File: config.mk
export PLATFORM = sky130hd
export DESIGN_NAME = spi_master_arbiter
export DESIGN_NICKNAME = d
export VERILOG_FILES = /design/src/rtl/spi_master_arbiter.sv
export SDC_FILE = /design/constraint.sdc
export NUM_CORES = 1
export LEC_CHECK = 0
export BUFFER_PORTS_ARGS = -buffer_cell sky130_fd_sc_hd__buf_2
export CAP_MARGIN = 10
export CORE_ASPECT_RATIO = 1.75
export CORE_MARGIN = 5
export CORE_UTILIZATION = 50
export CTS_BUF_LIST = sky130_fd_sc_hd__clkbuf_4 sky130_fd_sc_hd__clkbuf_8 sky130_fd_sc_hd__clkbuf_16
export DETAILED_ROUTE_END_ITERATION = 10
export PLACE_DENSITY = 0.75
export SLEW_MARGIN = 5
export SYNTH_ARGS = -nofsm -noshare
export SYNTH_HDL_FRONTEND = slang
export SYNTH_SLANG_ARGS = --single-unit
File: constraint.sdc
create_clock -name clk -period 3.9 [get_ports clk]
set_clock_uncertainty 0.1 [all_clocks]
set_input_delay 1.17 -clock clk [delete_from_list [all_inputs] [get_ports clk]]
set_output_delay 1.17 -clock clk [all_outputs]
set_load 0.01 [all_outputs]
File: src/rtl/spi_master_arbiter.sv
// spi_master_arbiter: shares one SPI mode-0 bus between NUM_REQ requesters.
// Requesters are served round-robin. Each transfer sends a 16-bit command word
// followed by a 16-bit data word. The last 16 MISO bits form the read data.
// The block drives SCLK, MOSI and a one-hot active-low chip select. Completion
// is reported on a one-cycle response strobe.
module spi_master_arbiter #(
    parameter int NUM_REQ    = 2,
    parameter int NUM_SLAVES = 4,
    parameter int CLK_DIV    = 8,
    parameter int GAP_CYC    = 8
) (
    input  logic                    clk,
    input  logic                    rst,
    input  logic [NUM_REQ-1:0]      req_valid_i,
    output logic [NUM_REQ-1:0]      req_ready_o,
    input  logic [NUM_REQ-1:0]      req_rd_i,
    input  logic [3*NUM_REQ-1:0]    req_cs_i,
    input  logic [8*NUM_REQ-1:0]    req_addr_i,
    input  logic [16*NUM_REQ-1:0]   req_wdata_i,
    output logic                    rsp_valid_o,
    output logic [NUM_REQ-1:0]      rsp_grant_o,
    output logic [15:0]             rsp_rdata_o,
    output logic                    rsp_err_o,
    output logic                    busy_o,
    output logic                    sclk_o,
    output logic                    mosi_o,
    input  logic                    miso_i,
    output logic [NUM_SLAVES-1:0]   cs_n_o
);

    typedef enum logic [2:0] {
        ST_IDLE  = 3'd0,
        ST_ERR   = 3'd1,
        ST_SETUP = 3'd2,
        ST_SHIFT = 3'd3,
        ST_HOLD  = 3'd4,
        ST_GAP   = 3'd5,
        ST_DONE  = 3'd6
    } state_e;

    localparam logic [15:0] DIV_LAST = 16'(CLK_DIV - 1);
    localparam logic [15:0] GAP_LAST = 16'(GAP_CYC - 1);

    state_e         state_q, state_d;
    logic [2:0]     ptr_q, ptr_d;
    logic [2:0]     owner_q, owner_d;
    logic [2:0]     cs_q, cs_d;
    logic           rd_q, rd_d;
    logic [31:0]    tx_q, tx_d;
    logic [15:0]    rx_q, rx_d;
    logic [15:0]    div_q, div_d;
    logic [4:0]     bit_q, bit_d;
    logic           half_q, half_d;

    logic                   rsp_valid_q, rsp_valid_d;
    logic [NUM_REQ-1:0]     rsp_grant_q, rsp_grant_d;
    logic [15:0]            rsp_rdata_q, rsp_rdata_d;
    logic                   rsp_err_q, rsp_err_d;
    logic                   busy_q, busy_d;
    logic                   sclk_q, sclk_d;
    logic                   mosi_q, mosi_d;
    logic [NUM_SLAVES-1:0]  cs_n_q, cs_n_d;

    logic           found_s;
    logic           hit_s;
    logic [2:0]     win_s;
    logic           sel_rd_s;
    logic [2:0]     sel_cs_s;
    logic [7:0]     sel_addr_s;
    logic [15:0]    sel_wdata_s;
    logic           cs_ok_s;
    logic           div_end_s;
    logic           cs_act_s;
    logic [NUM_REQ-1:0] grant_oh_s;

    // Round-robin search starting one slot after the last winner, plus field mux
    always_comb begin
        found_s     = 1'b0;
        hit_s       = 1'b0;
        win_s       = 3'd0;
        sel_rd_s    = 1'b0;
        sel_cs_s    = 3'd0;
        sel_addr_s  = 8'd0;
        sel_wdata_s = 16'd0;
        for (int k = 1; k <= NUM_REQ; k++) begin
            for (int i = 0; i < NUM_REQ; i++) begin
                hit_s   = !found_s && req_valid_i[i] && (((int'(ptr_q) + k) % NUM_REQ) == i);
                win_s   = hit_s ? 3'(i) : win_s;
                found_s = found_s | hit_s;
            end
        end
        for (int i = 0; i < NUM_REQ; i++) begin
            sel_rd_s    = sel_rd_s    | ((win_s == 3'(i)) & req_rd_i[i]);
            sel_cs_s    = sel_cs_s    | ({3{win_s == 3'(i)}}  & req_cs_i[3*i +: 3]);
            sel_addr_s  = sel_addr_s  | ({8{win_s == 3'(i)}}  & req_addr_i[8*i +: 8]);
            sel_wdata_s = sel_wdata_s | ({16{win_s == 3'(i)}} & req_wdata_i[16*i +: 16]);
        end
        cs_ok_s = (int'(sel_cs_s) < NUM_SLAVES);
    end

    // Acceptance is visible in the same IDLE cycle the fields are captured
    always_comb begin
        for (int i = 0; i < NUM_REQ; i++) begin
            req_ready_o[i] = (state_q == ST_IDLE) && found_s && (win_s == 3'(i));
        end
    end

    assign div_end_s = (div_q == DIV_LAST);

    // State register and transfer datapath registers
    always_ff @(posedge clk or posedge rst) begin
        if (rst) begin
            state_q <= ST_IDLE;
            ptr_q   <= 3'(NUM_REQ - 1);
            owner_q <= 3'd0;
            cs_q    <= 3'd0;
            rd_q    <= 1'b0;
            tx_q    <= 32'd0;
            rx_q    <= 16'd0;
            div_q   <= 16'd0;
            bit_q   <= 5'd0;
            half_q  <= 1'b0;
        end else begin
            state_q <= state_d;
            ptr_q   <= ptr_d;
            owner_q <= owner_d;
            cs_q    <= cs_d;
            rd_q    <= rd_d;
            tx_q    <= tx_d;
            rx_q    <= rx_d;
            div_q   <= div_d;
            bit_q   <= bit_d;
            half_q  <= half_d;
        end
    end

    // Next-state logic: phase timing, bit counting, shift registers
    always_comb begin
        state_d = state_q;
        ptr_d   = ptr_q;
        owner_d = owner_q;
        cs_d    = cs_q;
        rd_d    = rd_q;
        tx_d    = tx_q;
        rx_d    = rx_q;
        div_d   = div_q;
        bit_d   = bit_q;
        half_d  = half_q;
        case (state_q)
            ST_IDLE: begin
                div_d = 16'd0;
                if (found_s) begin
                    ptr_d   = win_s;
                    owner_d = win_s;
                    cs_d    = sel_cs_s;
                    rd_d    = sel_rd_s;
                    tx_d    = {5'b00000, sel_addr_s, 1'b0, sel_rd_s, 1'b0,
                               (sel_rd_s ? 16'h0000 : sel_wdata_s)};
                    state_d = cs_ok_s ? ST_SETUP : ST_ERR;
                end else begin
                    state_d = ST_IDLE;
                end
            end
            ST_ERR: begin
                state_d = ST_IDLE;
            end
            ST_SETUP: begin
                if (div_end_s) begin
                    div_d   = 16'd0;
                    bit_d   = 5'd0;
                    half_d  = 1'b0;
                    state_d = ST_SHIFT;
                end else begin
                    div_d = div_q + 16'd1;
                end
            end
            ST_SHIFT: begin
                if (div_end_s) begin
                    div_d = 16'd0;
                    if (!half_q) begin
                        half_d = 1'b1;
                    end else if (bit_q == 5'd31) begin
                        half_d  = 1'b0;
                        state_d = ST_HOLD;
                    end else begin
                        half_d = 1'b0;
                        bit_d  = bit_q + 5'd1;
                        tx_d   = {tx_q[30:0], 1'b0};
                    end
                end else begin
                    div_d = div_q + 16'd1;
                end
                // MISO is taken in the first cycle of each high half
                if (half_q && (div_q == 16'd0)) begin
                    rx_d = {rx_q[14:0], miso_i};
                end else begin
                    rx_d = rx_q;
                end
            end
            ST_HOLD: begin
                if (div_end_s) begin
                    div_d   = 16'd0;
                    state_d = ST_GAP;
                end else begin
                    div_d = div_q + 16'd1;
                end
            end
            ST_GAP: begin
                if (div_q == GAP_LAST) begin
                    div_d   = 16'd0;
                    state_d = ST_DONE;
                end else begin
                    div_d = div_q + 16'd1;
                end
            end
            ST_DONE: begin
                state_d = ST_IDLE;
            end
            default: begin
                state_d = ST_IDLE;
            end
        endcase
    end

    // Output decode from the next state so every pin comes straight from a flop
    always_comb begin
        cs_act_s = (state_d == ST_SETUP) || (state_d == ST_SHIFT) || (state_d == ST_HOLD);
        sclk_d   = (state_d == ST_SHIFT) && half_d;
        mosi_d   = cs_act_s ? tx_d[31] : 1'b0;
        busy_d   = (state_d != ST_IDLE);
        for (int s = 0; s < NUM_SLAVES; s++) begin
            cs_n_d[s] = ~(cs_act_s && (cs_d == 3'(s)));
        end
        for (int i = 0; i < NUM_REQ; i++) begin
            grant_oh_s[i] = (owner_d == 3'(i));
        end
        rsp_valid_d = (state_d == ST_ERR) || (state_d == ST_DONE);
        if (state_d == ST_ERR) begin
            rsp_grant_d = grant_oh_s;
            rsp_rdata_d = 16'h0000;
            rsp_err_d   = 1'b1;
        end else if (state_d == ST_DONE) begin
            rsp_grant_d = grant_oh_s;
            rsp_rdata_d = rd_q ? rx_q : 16'h0000;
            rsp_err_d   = 1'b0;
        end else begin
            rsp_grant_d = rsp_grant_q;
            rsp_rdata_d = rsp_rdata_q;
            rsp_err_d   = rsp_err_q;
        end
    end

    // Output registers; reset drops the bus to idle immediately
    always_ff @(posedge clk or posedge rst) begin
        if (rst) begin
            rsp_valid_q <= 1'b0;
            rsp_grant_q <= '0;
            rsp_rdata_q <= 16'h0000;
            rsp_err_q   <= 1'b0;
            busy_q      <= 1'b0;
            sclk_q      <= 1'b0;
            mosi_q      <= 1'b0;
            cs_n_q      <= '1;
        end else begin
            rsp_valid_q <= rsp_valid_d;
            rsp_grant_q <= rsp_grant_d;
            rsp_rdata_q <= rsp_rdata_d;
            rsp_err_q   <= rsp_err_d;
            busy_q      <= busy_d;
            sclk_q      <= sclk_d;
            mosi_q      <= mosi_d;
            cs_n_q      <= cs_n_d;
        end
    end

    assign rsp_valid_o = rsp_valid_q;
    assign rsp_grant_o = rsp_grant_q;
    assign rsp_rdata_o = rsp_rdata_q;
    assign rsp_err_o   = rsp_err_q;
    assign busy_o      = busy_q;
    assign sclk_o      = sclk_q;
    assign mosi_o      = mosi_q;
    assign cs_n_o      = cs_n_q;

endmodule

==> summary.md <==
| Metric | Value |
|---|---|
| Net Switching | 519 µW |
| Final worst slack | about 0.70 ns |
| WL met3 | about 620 µm |
| Average wire per standard cell | roughly 16 µm |
| Number of global-route vias before repair | approximately 4000 |
| Status | completed |
| WL met1 | 4.62 mm |
| First-pass DRT Iterations | 4 |
| R2R cell count | 9 |
| Later-pin clock latency in the skew report | roughly 0.35 ns |
| RSZ-0062 raised after global routing | no |
| Most used flip-flop cell after synthesis | dfrtp_1 |
| Setup CP Type | input port to output pin |
| Via density | 5.65 |
| Die H | about 140 µm |
| Post-cts resize count | 0 |
| WL met2 | slightly above 6 mm |
| Setup-failing EPs final | 0 |
| Filler instances | about 860 |
| CTS Buf Count | 9 |
| Layout cells sized above 1 | 26.4% |
| Synth top area cells | dfrtp_1 51%, nand2_1 7.1%, a221o_1 4.8% |
| Buffer count from post-CTS setup fixing | 0 |
| Worst-path clk slew | 0.07 ns |
| Cell Rows | 48 |
| Residual DRC | 0 |
| Final WL | between 10 and 15 mm |
| Power Density | 368 nW/µm² |
| Final min period | about 3.2 ns |
| Mean post-synth cell area | approximately 10 µm² |
| CP Data Arrival Time | 1.93 ns |
| Data required, critical path | between 2 and 3 ns |
| Placed cell count | slightly below 700 |
| Synth top area share | 51.0% |
| H-tree Lvls | 3 |
| Area of the multi-input gates | roughly 2200 µm² |
| Int Power | about 1.6 mW |
| Final Instance Area | around 5900 µm² |
| EDFF count, synth | 0 |
| Hold-critical path depth | 1 |
| LEAKAGE | ~2.8 nW |
| Total GRT Usage | between 10% and 20% |
| Core ar. | slightly below 10000 µm² |
| Final #Nets | 640 |
| Hold WC Path Type | flip-flop to flip-flop |
| Max-cap violations | 0 |
| Final global-route overflow total | 0 |
| Clock network power share | approximately 42% |
| Area Overhead vs Synth | 16.6% |
| GP Congestion | between 0.8 and 0.9 |
| Count of distinct cell types in the synthesized netlist | 55 |
| Pre-CTS setup slack | slightly above 0.7 ns |
| Cells after Synth | between 400 and 500 |
| Crit path capture type | output pin |
| Clk root buf | clkbuf_16 |
| Largest net degree at the start of global routing | just under 90 |
| Seq pwr share | 53.2% |
| Vias | 3981 |
| CP max FO | 6 |
| Top Layer Used | met4 |
| Final non-filler cell total | 704 |
| Synth Warn # | 0 |
| # port buffers | 89 |
| Ys async rst share | 100% |
| Hold Vio Cnt, Final | 0 |
| Post-synth top area cell | dfrtp_1 |
| Crit share post-route | between 80% and 90% |
| Initial Utilization | 51.0% |
| Reg area | roughly 2700 µm² |
| CTS sink cnt | approximately 110 |
| First-pass GRT wire length | around 19 mm |
| Synth Net Count | about 560 |
| Register area share after synthesis | 53.6% |
| CTS tree | built |
| Setup TNS Final | 0 ns |
| Die area | 12300 µm² |
| Initial antenna violation count | 0 |
| Sw Share | 23.9% |
| Area after DPL | between 5000 and 6000 µm² |
| Antenna diodes | 0 |
| Cell Area, Synth | 5060 µm² |
| Post-layout power | 2.17 mW |
| Clock Tree Buf Depth | 2 |
| Worst Setup Start Kind | input port |
| Initial drt markers | approximately 270 |
| Post-synthesis register bit count | roughly 110 |
| DP HPWL | ~8.4 mm |
| Hold buffers post-CTS | 0 |
| Slew headroom | between 40% and 50% |
| Max IR drop VDD | about 0.24 mV |
| Max Clk Rate | roughly 0.31 GHz |
| Proportion of power drawn by combinational gates | 5.3% |
| Final Max Slew Viols | 0 |
| IO Pins | 90 |
| Antenna Nets Post-Route | 0 |
| Die X | between 80 and 90 µm |
| Slew @ Worst Pin | between 0.7 and 0.8 ns |
[sequential cells by signal (all words and copies together) (netlist names)]
register	cells
bit_q	5
busy_o	1
cs_n_o	4
cs_q	3
div_q	16
half_q	1
mosi_o	1
owner_q	3
ptr_q	1
rd_q	1
rsp_err_o	1
rsp_grant_o	2
rsp_rdata_o	16
rsp_valid_o	1
rx_q	16
sclk_o	1
state_q	3
tx_q	32
[critical path: stages]
cell and delay [ns]:
buf_2 0.14, a21bo_2 0.22, nor2_1 0.21, buf_2 0.19
[power by group through the flow]
stage               Clock [mW]  Combinational (mW)  Sequential, mW
floorplan                    0              0.0640            1.17
global placement             0               0.114            1.17
detailed placement           0               0.117            1.17
CTS                      0.920               0.118            1.15
global route             0.963               0.131            1.15
finish                   0.900               0.115            1.15
[cell families (layout without fill, tap and decap cells)]
logic type               count (synthesis)  after routing  share of synthesized area (%)
buffers and inverters                   36            123                           3.69
XOR/XNOR                                 3              3                          0.520
flip-flops                             108            108                           53.6
AND/OR/NAND/NOR                        189            189                           18.1
AO/OA/AOI/OAI                          129            129                           18.0
multiplexers                            22             22                           4.82
adder cells (fa/ha/maj)                  5              5                           1.24
[synthesized netlist by cell type, types with 3 or more instances]
master / number
mux2_2: 19
dfstp_2: 5
nor2b_1: 5
clkbuf_1: 10
a221o_1: 24
and2_1: 7
a22o_1: 15
nand3_1: 24
nor3_1: 7
ha_1: 5
nor4_1: 4
a21oi_1: 37
o21ai_0: 23
inv_1: 10
mux2i_1: 3
nand2_1: 96
buf_2: 7
dfrtp_1: 103
nand4_1: 3
a211oi_1: 4
nor2_1: 21
buf_6: 4
a21o_1: 7
buf_4: 3
o31ai_1: 8
[final cells by class]
| class | count | share of cell area [%] |
|---|---|---|
| flip-flops and latches | 108 | 45.9 |
| repair buffers | 97 | 8.79 |
| inverters | 10 | 0.700 |
| clock buffers | 9 | 3.82 |
| clock inverters | 7 | 1.27 |
| multi-input cells | 348 | 36.8 |
| well taps | 125 | 2.65 |
[worst paths after layout]
path / from / end / slack (ns)
worst max-delay path: req_valid_i[0] / req_ready_o[1] / 0.70
worst min-delay path: owner_q[2] / owner_q[2] / 0.39
worst max register to register: bit_q[0] / tx_q[17] / 1.26
worst min register to register: owner_q[2] / owner_q[2] / 0.39
max in group asynchronous: rst / tx_q[14] / 2.16
min in group asynchronous: rst / bit_q[3] / 0.76
[layer usage]
metal	GRT usage [%]	vias up
li1	-	1932
met1	22.5	1926
met2	35.2	104
met3	3.29	19
met4	7.17	0
met5	0	-
[stage by stage]
step	utilization [%]	hold slack [ns]
3_5_place_dp	56.5	0.366
3_3_place_gp	56.5	0.358
5_1_grt	59.5	0.412
6_report	59.5	0.392
2_1_floorplan	-	0.338
4_1_cts	59.5	0.386
[cell usage in the layout (no fill, tap or decap), types with 3 or more instances in the layout]
| master | n |
|---|---|
| clkbuf_16 | 9 |
| and2_1 | 7 |
| nand3_1 | 24 |
| nor2b_1 | 5 |
| dfrtp_1 | 103 |
| nor4_4 | 3 |
| mux2_2 | 19 |
| mux2i_1 | 3 |
| a211oi_1 | 4 |
| buf_2 | 89 |
| inv_8 | 3 |
| nor2_1 | 21 |
| ha_1 | 5 |
| a21o_1 | 7 |
| dfstp_2 | 5 |
| o21ai_0 | 22 |
| inv_1 | 9 |
| nand4_1 | 3 |
| a21oi_1 | 37 |
| o31ai_1 | 8 |
| nor3_1 | 7 |
| a22o_1 | 15 |
| nand2_1 | 96 |
| a221o_1 | 24 |
| nor4_1 | 4 |
| buf_4 | 7 |
(Power assumes the default switching activity.)
